**src/rtl/mceliece_encrypt_if.sv**
```systemverilog
// Handshake bundle for the streaming McEliece encryptor: start/message,
// error-position stream, public-key column stream and ciphertext word stream.
interface mceliece_encrypt_if #(
  parameter int N = 361,
  parameter int K = 741,
  parameter int W = 32
) ();
  localparam int PW = $clog2(K);

  logic          start;
  logic [N-1:0]  msg;
  logic [PW-1:0] err_pos;
  logic          err_pos_valid;
  logic          err_pos_ready;
  logic [N-1:0]  key_col;
  logic          key_col_valid;
  logic          key_col_ready;
  logic [W-1:0]  ct_word;
  logic          ct_valid;
  logic          ct_ready;
  logic          ct_last;
  logic          busy;
  logic          done;
  logic          err_fault;

  modport master (
    output start, msg, err_pos, err_pos_valid, key_col, key_col_valid, ct_ready,
    input  err_pos_ready, key_col_ready, ct_word, ct_valid, ct_last, busy, done, err_fault
  );

  modport slave (
    input  start, msg, err_pos, err_pos_valid, key_col, key_col_valid, ct_ready,
    output err_pos_ready, key_col_ready, ct_word, ct_valid, ct_last, busy, done, err_fault
  );
endinterface

```
**src/rtl/mceliece_encrypt.sv**
```systemverilog
// Streaming McEliece encryptor: c = m*G' xor e. One public-key column is
// consumed per accepted handshake; ciphertext bits are packed into W-bit words
// and emitted with valid/ready backpressure.
// Optional macro ENC_ERR_CHECK_EN enables the sticky error-vector fault flag
// (out-of-range or duplicate error positions); otherwise err_fault is tied low.
module mceliece_encrypt #(
  parameter int Q = 19,
  parameter int T = 10,
  parameter int N = Q * Q,
  parameter int K = N + 2 * T * Q,
  parameter int W = 32
) (
  input  logic           clk,
  input  logic           reset,
  mceliece_encrypt_if.slave bus
);
  localparam int PW = $clog2(K);
  localparam int BW = $clog2(W);
  localparam int CW = $clog2(T + 1);
  localparam logic [PW:0]   K_P    = (PW + 1)'(K);
  localparam logic [PW-1:0] J_LAST = PW'(K - 1);
  localparam logic [BW-1:0] B_LAST = BW'(W - 1);
  localparam logic [CW-1:0] C_LAST = CW'(T - 1);

  typedef enum logic [1:0] {IDLE, ERR, ENC, DRAIN} state_t;

  state_t        state;
  logic [N-1:0]  msg_r;
  logic [K-1:0]  e_r;
  logic [PW-1:0] j;
  logic [BW-1:0] bit_idx;
  logic [CW-1:0] err_cnt;
  logic [W-1:0]  acc;
  logic [W-1:0]  acc_nx;
  logic          cbit;
  logic          col_fire;
  logic          word_end;
  logic          pos_ok;

  assign pos_ok   = {1'b0, bus.err_pos} < K_P;
  assign col_fire = (state == ENC) && bus.key_col_valid && bus.key_col_ready;
  assign word_end = (bit_idx == B_LAST) || (j == J_LAST);
  assign cbit     = (^(msg_r & bus.key_col)) ^ e_r[j];

  assign bus.err_pos_ready = (state == ERR);
  assign bus.key_col_ready = (state == ENC) && !(bus.ct_valid && !bus.ct_ready);
  assign bus.busy          = (state != IDLE);

  // Accumulator with the current column's ciphertext bit merged in
  always_comb begin
    acc_nx          = acc;
    acc_nx[bit_idx] = cbit;
  end

  // Control FSM, error register, column accumulation and output word register
  always_ff @(posedge clk or negedge reset) begin
    if (!reset) begin
      state       <= IDLE;
      msg_r       <= '0;
      e_r         <= '0;
      j           <= '0;
      bit_idx     <= '0;
      err_cnt     <= '0;
      acc         <= '0;
      bus.ct_word <= '0;
      bus.ct_valid <= 1'b0;
      bus.ct_last <= 1'b0;
      bus.done    <= 1'b0;
    end else begin
      bus.done <= 1'b0;
      case (state)
        IDLE: begin
          if (bus.start) begin
            msg_r   <= bus.msg;
            e_r     <= '0;
            j       <= '0;
            bit_idx <= '0;
            err_cnt <= '0;
            acc     <= '0;
            state   <= ERR;
          end
        end
        ERR: begin
          if (bus.err_pos_valid) begin
            if (pos_ok) e_r[bus.err_pos] <= 1'b1;
            if (err_cnt == C_LAST) state <= ENC;
            else err_cnt <= err_cnt + 1'b1;
          end
        end
        ENC: begin
          if (bus.ct_valid && bus.ct_ready) bus.ct_valid <= 1'b0;
          if (col_fire) begin
            if (word_end) begin
              // completed word replaces any word handed off on this same edge
              bus.ct_word  <= acc_nx;
              bus.ct_valid <= 1'b1;
              bus.ct_last  <= (j == J_LAST);
              acc          <= '0;
              bit_idx      <= '0;
              if (j == J_LAST) state <= DRAIN;
              else j <= j + 1'b1;
            end else begin
              acc     <= acc_nx;
              bit_idx <= bit_idx + 1'b1;
              j       <= j + 1'b1;
            end
          end
        end
        DRAIN: begin
          if (bus.ct_valid && bus.ct_ready) begin
            bus.ct_valid <= 1'b0;
            bus.ct_last  <= 1'b0;
            bus.done     <= 1'b1;
            state        <= IDLE;
          end
        end
        default: state <= IDLE;
      endcase
    end
  end

`ifdef ENC_ERR_CHECK_EN
  logic fault_q;

  // Sticky fault: error position out of range or hitting an already-set bit
  always_ff @(posedge clk or negedge reset) begin
    if (!reset) begin
      fault_q <= 1'b0;
    end else if (state == IDLE && bus.start) begin
      fault_q <= 1'b0;
    end else if (state == ERR && bus.err_pos_valid && (!pos_ok || e_r[bus.err_pos])) begin
      fault_q <= 1'b1;
    end
  end

  assign bus.err_fault = fault_q;
`else
  assign bus.err_fault = 1'b0;
`endif

endmodule
```
**src/flat_wrapper.sv**
```systemverilog
// flat-port wrapper written by rule: the top's interface ports become plain ports
module mceliece_encrypt_flat 
#(
  parameter int Q = 19,
  parameter int T = 10,
  parameter int N = Q * Q,
  parameter int K = N + 2 * T * Q,
  parameter int W = 32
)
  (clk, reset, bus_start, bus_msg, bus_err_pos, bus_err_pos_valid, bus_key_col, bus_key_col_valid, bus_ct_ready, bus_err_pos_ready, bus_key_col_ready, bus_ct_word, bus_ct_valid, bus_ct_last, bus_busy, bus_done, bus_err_fault);
  mceliece_encrypt_if #(.N(N), .K(K), .W(W)) bus_i ();
  input  logic clk;
  input  logic reset;
  input wire logic [$bits(bus_i.start)-1:0] bus_start;
  input wire logic [$bits(bus_i.msg)-1:0] bus_msg;
  input wire logic [$bits(bus_i.err_pos)-1:0] bus_err_pos;
  input wire logic [$bits(bus_i.err_pos_valid)-1:0] bus_err_pos_valid;
  input wire logic [$bits(bus_i.key_col)-1:0] bus_key_col;
  input wire logic [$bits(bus_i.key_col_valid)-1:0] bus_key_col_valid;
  input wire logic [$bits(bus_i.ct_ready)-1:0] bus_ct_ready;
  output wire logic [$bits(bus_i.err_pos_ready)-1:0] bus_err_pos_ready;
  output wire logic [$bits(bus_i.key_col_ready)-1:0] bus_key_col_ready;
  output wire logic [$bits(bus_i.ct_word)-1:0] bus_ct_word;
  output wire logic [$bits(bus_i.ct_valid)-1:0] bus_ct_valid;
  output wire logic [$bits(bus_i.ct_last)-1:0] bus_ct_last;
  output wire logic [$bits(bus_i.busy)-1:0] bus_busy;
  output wire logic [$bits(bus_i.done)-1:0] bus_done;
  output wire logic [$bits(bus_i.err_fault)-1:0] bus_err_fault;
  assign bus_i.start = bus_start;
  assign bus_i.msg = bus_msg;
  assign bus_i.err_pos = bus_err_pos;
  assign bus_i.err_pos_valid = bus_err_pos_valid;
  assign bus_i.key_col = bus_key_col;
  assign bus_i.key_col_valid = bus_key_col_valid;
  assign bus_i.ct_ready = bus_ct_ready;
  assign bus_err_pos_ready = bus_i.err_pos_ready;
  assign bus_key_col_ready = bus_i.key_col_ready;
  assign bus_ct_word = bus_i.ct_word;
  assign bus_ct_valid = bus_i.ct_valid;
  assign bus_ct_last = bus_i.ct_last;
  assign bus_busy = bus_i.busy;
  assign bus_done = bus_i.done;
  assign bus_err_fault = bus_i.err_fault;
  mceliece_encrypt #(.Q(Q), .T(T), .N(N), .K(K), .W(W)) u_core (.clk(clk), .reset(reset), .bus(bus_i));
endmodule
```
**config.mk**
```make
export PLATFORM = sky130hd
export DESIGN_NAME = mceliece_encrypt_flat
export DESIGN_NICKNAME = d
export VERILOG_FILES = /design/src/rtl/mceliece_encrypt_if.sv /design/src/rtl/mceliece_encrypt.sv /design/src/flat_wrapper.sv
export SDC_FILE = /design/constraint.sdc
export NUM_CORES = 2
export LEC_CHECK = 0
export CORE_MARGIN = 3
export CORE_UTILIZATION = 50
export DETAILED_ROUTE_END_ITERATION = 10
export PLACE_DENSITY = 0.82
export SETUP_SLACK_MARGIN = 0.2
export SLEW_MARGIN = 25
export SYNTH_ARGS = -nofsm -noshare
export SYNTH_HDL_FRONTEND = slang
export SYNTH_SLANG_ARGS = --single-unit
```
**constraint.sdc**
```tcl
create_clock -name clk -period 3.3 [get_ports clk]
set_input_delay 0.33 -clock clk [delete_from_list [all_inputs] [get_ports clk]]
set_output_delay 0.33 -clock clk [all_outputs]
set_load 0.01 [all_outputs]
```
=== After elaboration in Yosys (flattened, before gate mapping) ===
Index checks and enable logic that the tools add are counted.

* Add/subtract/negate cells: 3
* $lt $le $gt $ge: 6
* Equality and inequality tests: 16
* Multiplexer cells: 46
* Bitwise operators: 3
* Reductions and logical operators: 24

{| class="wikitable"
|+ Operators with widths
! kind !! count
|-
| 2-to-1 mux 741 bit || 3
|-
| one-hot mux 741 bit (2 select lines) || 1
|-
| bitwise OR 741 bit || 1
|-
| bitwise AND 361 bit || 1
|-
| parity 361 bit || 1
|-
| 2-to-1 mux 32 bit || 3
|-
| one-hot mux 32 bit (2 select lines) || 1
|-
| 2-to-1 mux 10 bit || 4
|-
| bitwise mux 32 bit || 1
|-
| less-than comparator 10 x 11 -> 1 bit (second input constant) || 2
|-
| one-hot mux 10 bit (2 select lines) || 1
|-
| AND reduction 4 bit || 4
|-
| 2-to-1 mux 5 bit || 3
|-
| 2-to-1 mux 2 bit || 7
|-
| 2-to-1 mux 4 bit || 3
|-
| 2-to-1 mux 1 bit || 11
|-
| adder 10 x 1 -> 10 bit (second input constant) || 1
|-
| binary-select mux 1 bit (select 10 bit) || 1
|-
| demux 1 bit (select 10 bit) || 1
|-
| == test 10 bit (second input constant) || 1
|-
| greater-or-equal comparator 10 x 1 -> 1 bit (second input constant) || 1
|-
| less-than comparator 10 bit (second input constant) || 1
|-
| != test 2 x 1 -> 1 bit (second input constant) || 5
|-
| one-hot mux 5 bit (2 select lines) || 1
|-
| 23 further kinds || 39
|}

* Bits in registers: 1190
* Output and inout bits: 39
* Logic and storage cells: 109

=== Logic depth before layout (Yosys ltp) ===
* Depth in word-level cells: 8
* Mapped depth: 16
* Depth with buffers taken out: 11

=== Worst setup path after synthesis ===
OpenSTA, ideal clock, no wires.

* Path type: reg2reg
* Start point: register u_core.j[0]
* End point: register u_core.bus.ct_word[0]
* Data arrival time: 3.480 ns
* Data required time: 3.224 ns
* Setup slack: -0.256 ns
* Stages on the path, launching flop included: 14
* Period minus slack after synthesis: 3.556 ns
* Cells stage by stage: dfrtp_1 -> buf_4 -> buf_2 -> buf_2 -> buf_2 -> mux4_2 -> a221oi_1 -> o21ai_0 -> o2111ai_1 -> o2111ai_1 -> a21oi_1 -> xnor3_2 -> buf_2 -> o21ai_1

* Cells in the longest elaborated chain, start to end: 4
* Elaborated cells on any way between the ends: 7
* Those cells by class: 1 x eq/ne; 3 x mux; 1 x bitwise; 2 x reduce/logical

{| class="wikitable"
|+ RTL lines
! what !! RTL line !! source
|-
| start, declared || mceliece_encrypt.sv:30 || <nowiki>logic [PW-1:0] j;</nowiki>
|-
| start signal, assigned || mceliece_encrypt.sv:101 || <nowiki>else j <= j + 1'b1;</nowiki>
|-
| start signal, assigned || mceliece_encrypt.sv:105 || <nowiki>j <= j + 1'b1;</nowiki>
|-
| binary-select mux 1 bit (select 10 bit) || mceliece_encrypt.sv:43 || <nowiki>assign cbit = (^(msg_r & bus.key_col)) ^ e_r[j];</nowiki>
|-
| 2-to-1 mux 1 bit (not written as such) || mceliece_encrypt.sv:43 ||
|-
| XOR 1 bit || mceliece_encrypt.sv:43 ||
|-
| bitwise mux 32 bit || mceliece_encrypt.sv:52 || <nowiki>acc_nx[bit_idx] = cbit;</nowiki>
|-
| end signal, assigned || mceliece_encrypt.sv:95 || <nowiki>bus.ct_word <= acc_nx;</nowiki>
|-
| end, declared || mceliece_encrypt_if.sv:33 || <nowiki>output err_pos_ready, key_col_ready, ct_word, ct_valid, ct_last, busy, done, err_fault</nowiki>
|}

Several ways; a longest one is shown, not always the timed one. The select of a mux whose other input is x is not followed.
A chain may end at the register's enable or synchronous reset.

=== Worst setup path after layout ===
* Start point: register u_core.j[0]
* End point: register u_core.acc[22]

* Cells in the longest elaborated chain, start to end: 7
* Elaborated cells on any way between the ends: 9
* Those cells by class: 1 x eq/ne; 6 x mux; 1 x bitwise; 1 x reduce/logical

{| class="wikitable"
|+ RTL lines
! what !! RTL line !! source
|-
| binary-select mux 1 bit (select 10 bit) || mceliece_encrypt.sv:43 ||
|-
| 2-to-1 mux 1 bit (not written as such) || mceliece_encrypt.sv:43 ||
|-
| XOR 1 bit || mceliece_encrypt.sv:43 ||
|-
| bitwise mux 32 bit || mceliece_encrypt.sv:52 ||
|-
| 2-to-1 mux 32 bit * || mceliece_encrypt.sv:93 || <nowiki>if (word_end) begin</nowiki>
|-
| 2-to-1 mux 32 bit * || mceliece_encrypt.sv:92 || <nowiki>if (col_fire) begin</nowiki>
|-
| one-hot mux 32 bit (2 select lines) * || mceliece_encrypt.sv:71 || <nowiki>case (state)</nowiki>
|-
| end signal, assigned || mceliece_encrypt.sv:103 || <nowiki>acc <= acc_nx;</nowiki>
|-
| end, declared || mceliece_encrypt.sv:33 || <nowiki>logic [W-1:0] acc;</nowiki>
|}

Every way passes the cells marked *; elsewhere a longest branch is shown, timed or not. The select of a mux whose other input is x is not followed.

==> results.cfg <==
[sta]
slew_violations = 0
min_period_ps = 3870
finalSetupViolCount = 64
setup_tns_ps = -33730
rsz0062_at_grt = yes
finClkSkew_ps = 34.6
worstMarginPinSlew_ps = 1010
hold_viol_final = 0
clock.fmax_ghz = 0.258
timing.final.crit_share_pct = 117
relSlewSlack_pct = 32.6
setup_slack_ps = -575

[pwr]
ir_drop_mv = 1.81
p_total_w = 0.0651
leakage_nw = 31.6
p_per_area_nw_per_um2 = 908

[finish]
layout.nets = 6679
drive_gt1_share_pct = 19.3
area_delta_synth_final_pct = 30.5
fin_area_sq_um = 71600
finalCoreUtilization_pct = 66.4

[cts]
clk_path_buf_depth = 3
cts.sinks = 1190
path_clk_slew_ps = 60
root_buffer = clkbuf_16
cts_buffers = 130
htree_num_levels = 4
clk_latency_ps = 790
cts_tree = yes

[die]
start_util_pct = 50.9
die_w_um = 337
coreArea_sq_um = 108000
die_h_um = 337
rows = 120
dieArea_sq_um = 114000
ios = 777

[place]
numPortBuffers = 775
placed_area_sq_um = 66200
place.gp.congestion = 1.01
hpwl_mm = 165

[route]
drtPass1Iterations = 6
ant_nets = 0
vias = 46800
via_per_inst = 6.26
drtIter0Drc = 6263
drt_wl_total_mm = 236
wl_per_cell_um = 31.6
drc = 0

[worst_setup_path]
path_max_fanout = 23
critical_path.max_stage_delay_ps = 510
crit_required_ps = 3990
critPathCaptureType = register
slowest_stage = mux4_2
cp_top_family = compound AO/OA/AOI/OAI gates
path_buf_inv = 5
worstSetupPathType = reg -> reg
crit_top_cell = buf_12
startpoint_type = register
path_cells = buf_12, buf_12, buf_4, mux4_2, o311ai_1, nor3_2, a211oi_2, a311o_1, o2111ai_2, a21oi_2, buf_6, xnor3_2, clkbuf_16, o21ai_1
critical_path_arrival_ps = 4560
reg2regPathDepth = 14
path_depth = 14

[synth]
synth.area.top_cells = dfrtp_1 (54%), mux2_2 (7.5%), mux4_2 (7.5%), a21oi_1 (7.1%), nor2_1 (6.0%)
async_reset_ff_share_pct = 100
yosys_warnings = 0
ys.flop_type = dfrtp_1
synth.largest_area_cell = dfrtp_1
syn-num-nets = 5854
syn-cell-area_sq_um = 54900
ys_seq_area_share_pct = 54.2
synth_common_cells = dfrtp_1 (1190), nor2_1 (881), a21oi_1 (779)
synthDistinctLibCells = 56
synth_edf_count = 0
ys_ff_latch = 1190
netlist_instances = 5103
synth_area_per_cell_sq_um = 10.8
synth_most_common_cell = dfrtp_1
synth_top_area_share_pct = 54.2

[global_routing]
antenna_found_initial = 59
grt_usage_pct = 41.4
grt_max_degree = 145
grt_first_pass_wirelength_mm = 332
grt.overflow.total = 0
grt_pass1_vias = 46000

[run]
drv_cap = 0

[run_status]
outcome = finished, violations left
failed_checks = setup timing

[worst_hold_path]
hold_class = in -> async
[power by group]
part	switching, W	leakage (nW)	internal (W)
clock network	0.00637	2.24	0.00915
registers	0.00320	15.8	0.0170
logic	0.0149	13.5	0.0144
total	0.0245	31.6	0.0406
[flip-flops by register name (all words and copies together), names as in the netlist]
signal and cells:
u_core.bus.done 1, u_core.bus.ct_last 1, u_core.acc 32, u_core.msg_r 361, u_core.j 10, u_core.bit_idx 5
u_core.state 2, u_core.bus.ct_valid 1, u_core.e_r 741, u_core.err_cnt 4, u_core.bus.ct_word 32
[layer usage]
layer	track usage [%]	routed length, um	vias up
li1	-	-	19200
met1	47.2	79200	23100
met2	59.3	103000	3446
met3	18.2	29300	1021
met4	36.1	24000	34
met5	0.0426	241	-
[area by class of cell]
cell class,count,area (sq um)
Antenna cell,47,118
Clock inverter,57,866
Timing Repair Buffer,1064,11300
Inverter,13,48.8
Clock buffer,174,3670
Multi-Input combinational cell,3529,24100
Sequential cell,1190,29800
Fill cell,7655,36300
Tap cell,1403,1760
[kinds of logic (layout without fill, tap and decap cells)]
family	Yosys count	count (layout)	synth area share [%]
buf+inv	384	1308	2.77
compound gates	982	982	9.35
simple gates	1570	1570	11.5
other cells	1	48	0.00683
xor+xnor	366	366	5.94
mux	597	597	15.9
flops	1190	1190	54.2
fa+ha+maj	13	13	0.296
[path summary, 6_finish.rpt]
path,startpoint,endpoint,slack [ps]
worst min-delay path,reset,u_core.e_r[566]$_DFFE_PN0P_,140
worst min register to register,u_core.e_r[479]$_DFFE_PN0P_,u_core.e_r[479]$_DFFE_PN0P_,490
worst max-delay path,u_core.j[0]$_DFFE_PN0P_,u_core.acc[22]$_DFFE_PN0P_,-570
min in group clk,bus_msg[338],u_core.msg_r[338]$_DFFE_PN0P_,170
worst max register to register,u_core.j[0]$_DFFE_PN0P_,u_core.acc[22]$_DFFE_PN0P_,-570
max in group asynchronous,reset,u_core.msg_r[239]$_DFFE_PN0P_,2020
[cells in the final DEF (no fill, tap or decap), types with 17 or more instances in the layout]
cell,n
diode_2,47
buf_4,178
a21oi_1,778
o21ai_2,18
nand3_1,18
nor3b_1,34
nand2_1,508
clkinv_2,22
clkdlybuf4s50_1,774
clkbuf_16,131
nor2_2,17
buf_12,88
clkbuf_8,25
o21ai_0,56
mux4_2,182
o21ai_1,49
a31oi_1,17
xnor2_1,274
clkbuf_1,19
nor2_1,861
nor3_2,39
mux2_2,366
dfrtp_1,1186
xor2_1,88
nand2b_1,19
mux2i_1,49
[metrics by stage]
stage	worst slack, ps	cells	hold slack [ps]
2_1_floorplan	192	5103	34.4
3_3_place_gp	-514	7169	363
3_5_place_dp	-556	7169	367
4_1_cts	-409	7422	151
5_1_grt	-616	7440	155
6_report	-575	7477	136
[timing repair]
action                     in CTS  in global routing
hold endpoints to repair       36                  0
gates cloned                    9                  1
gates resized for setup        43                 28
setup endpoints to repair      64                 70
setup buffers                  12                  7
pin swaps                       0                 20
hold buffers                    1                  0
(Power assumes the default switching activity.)
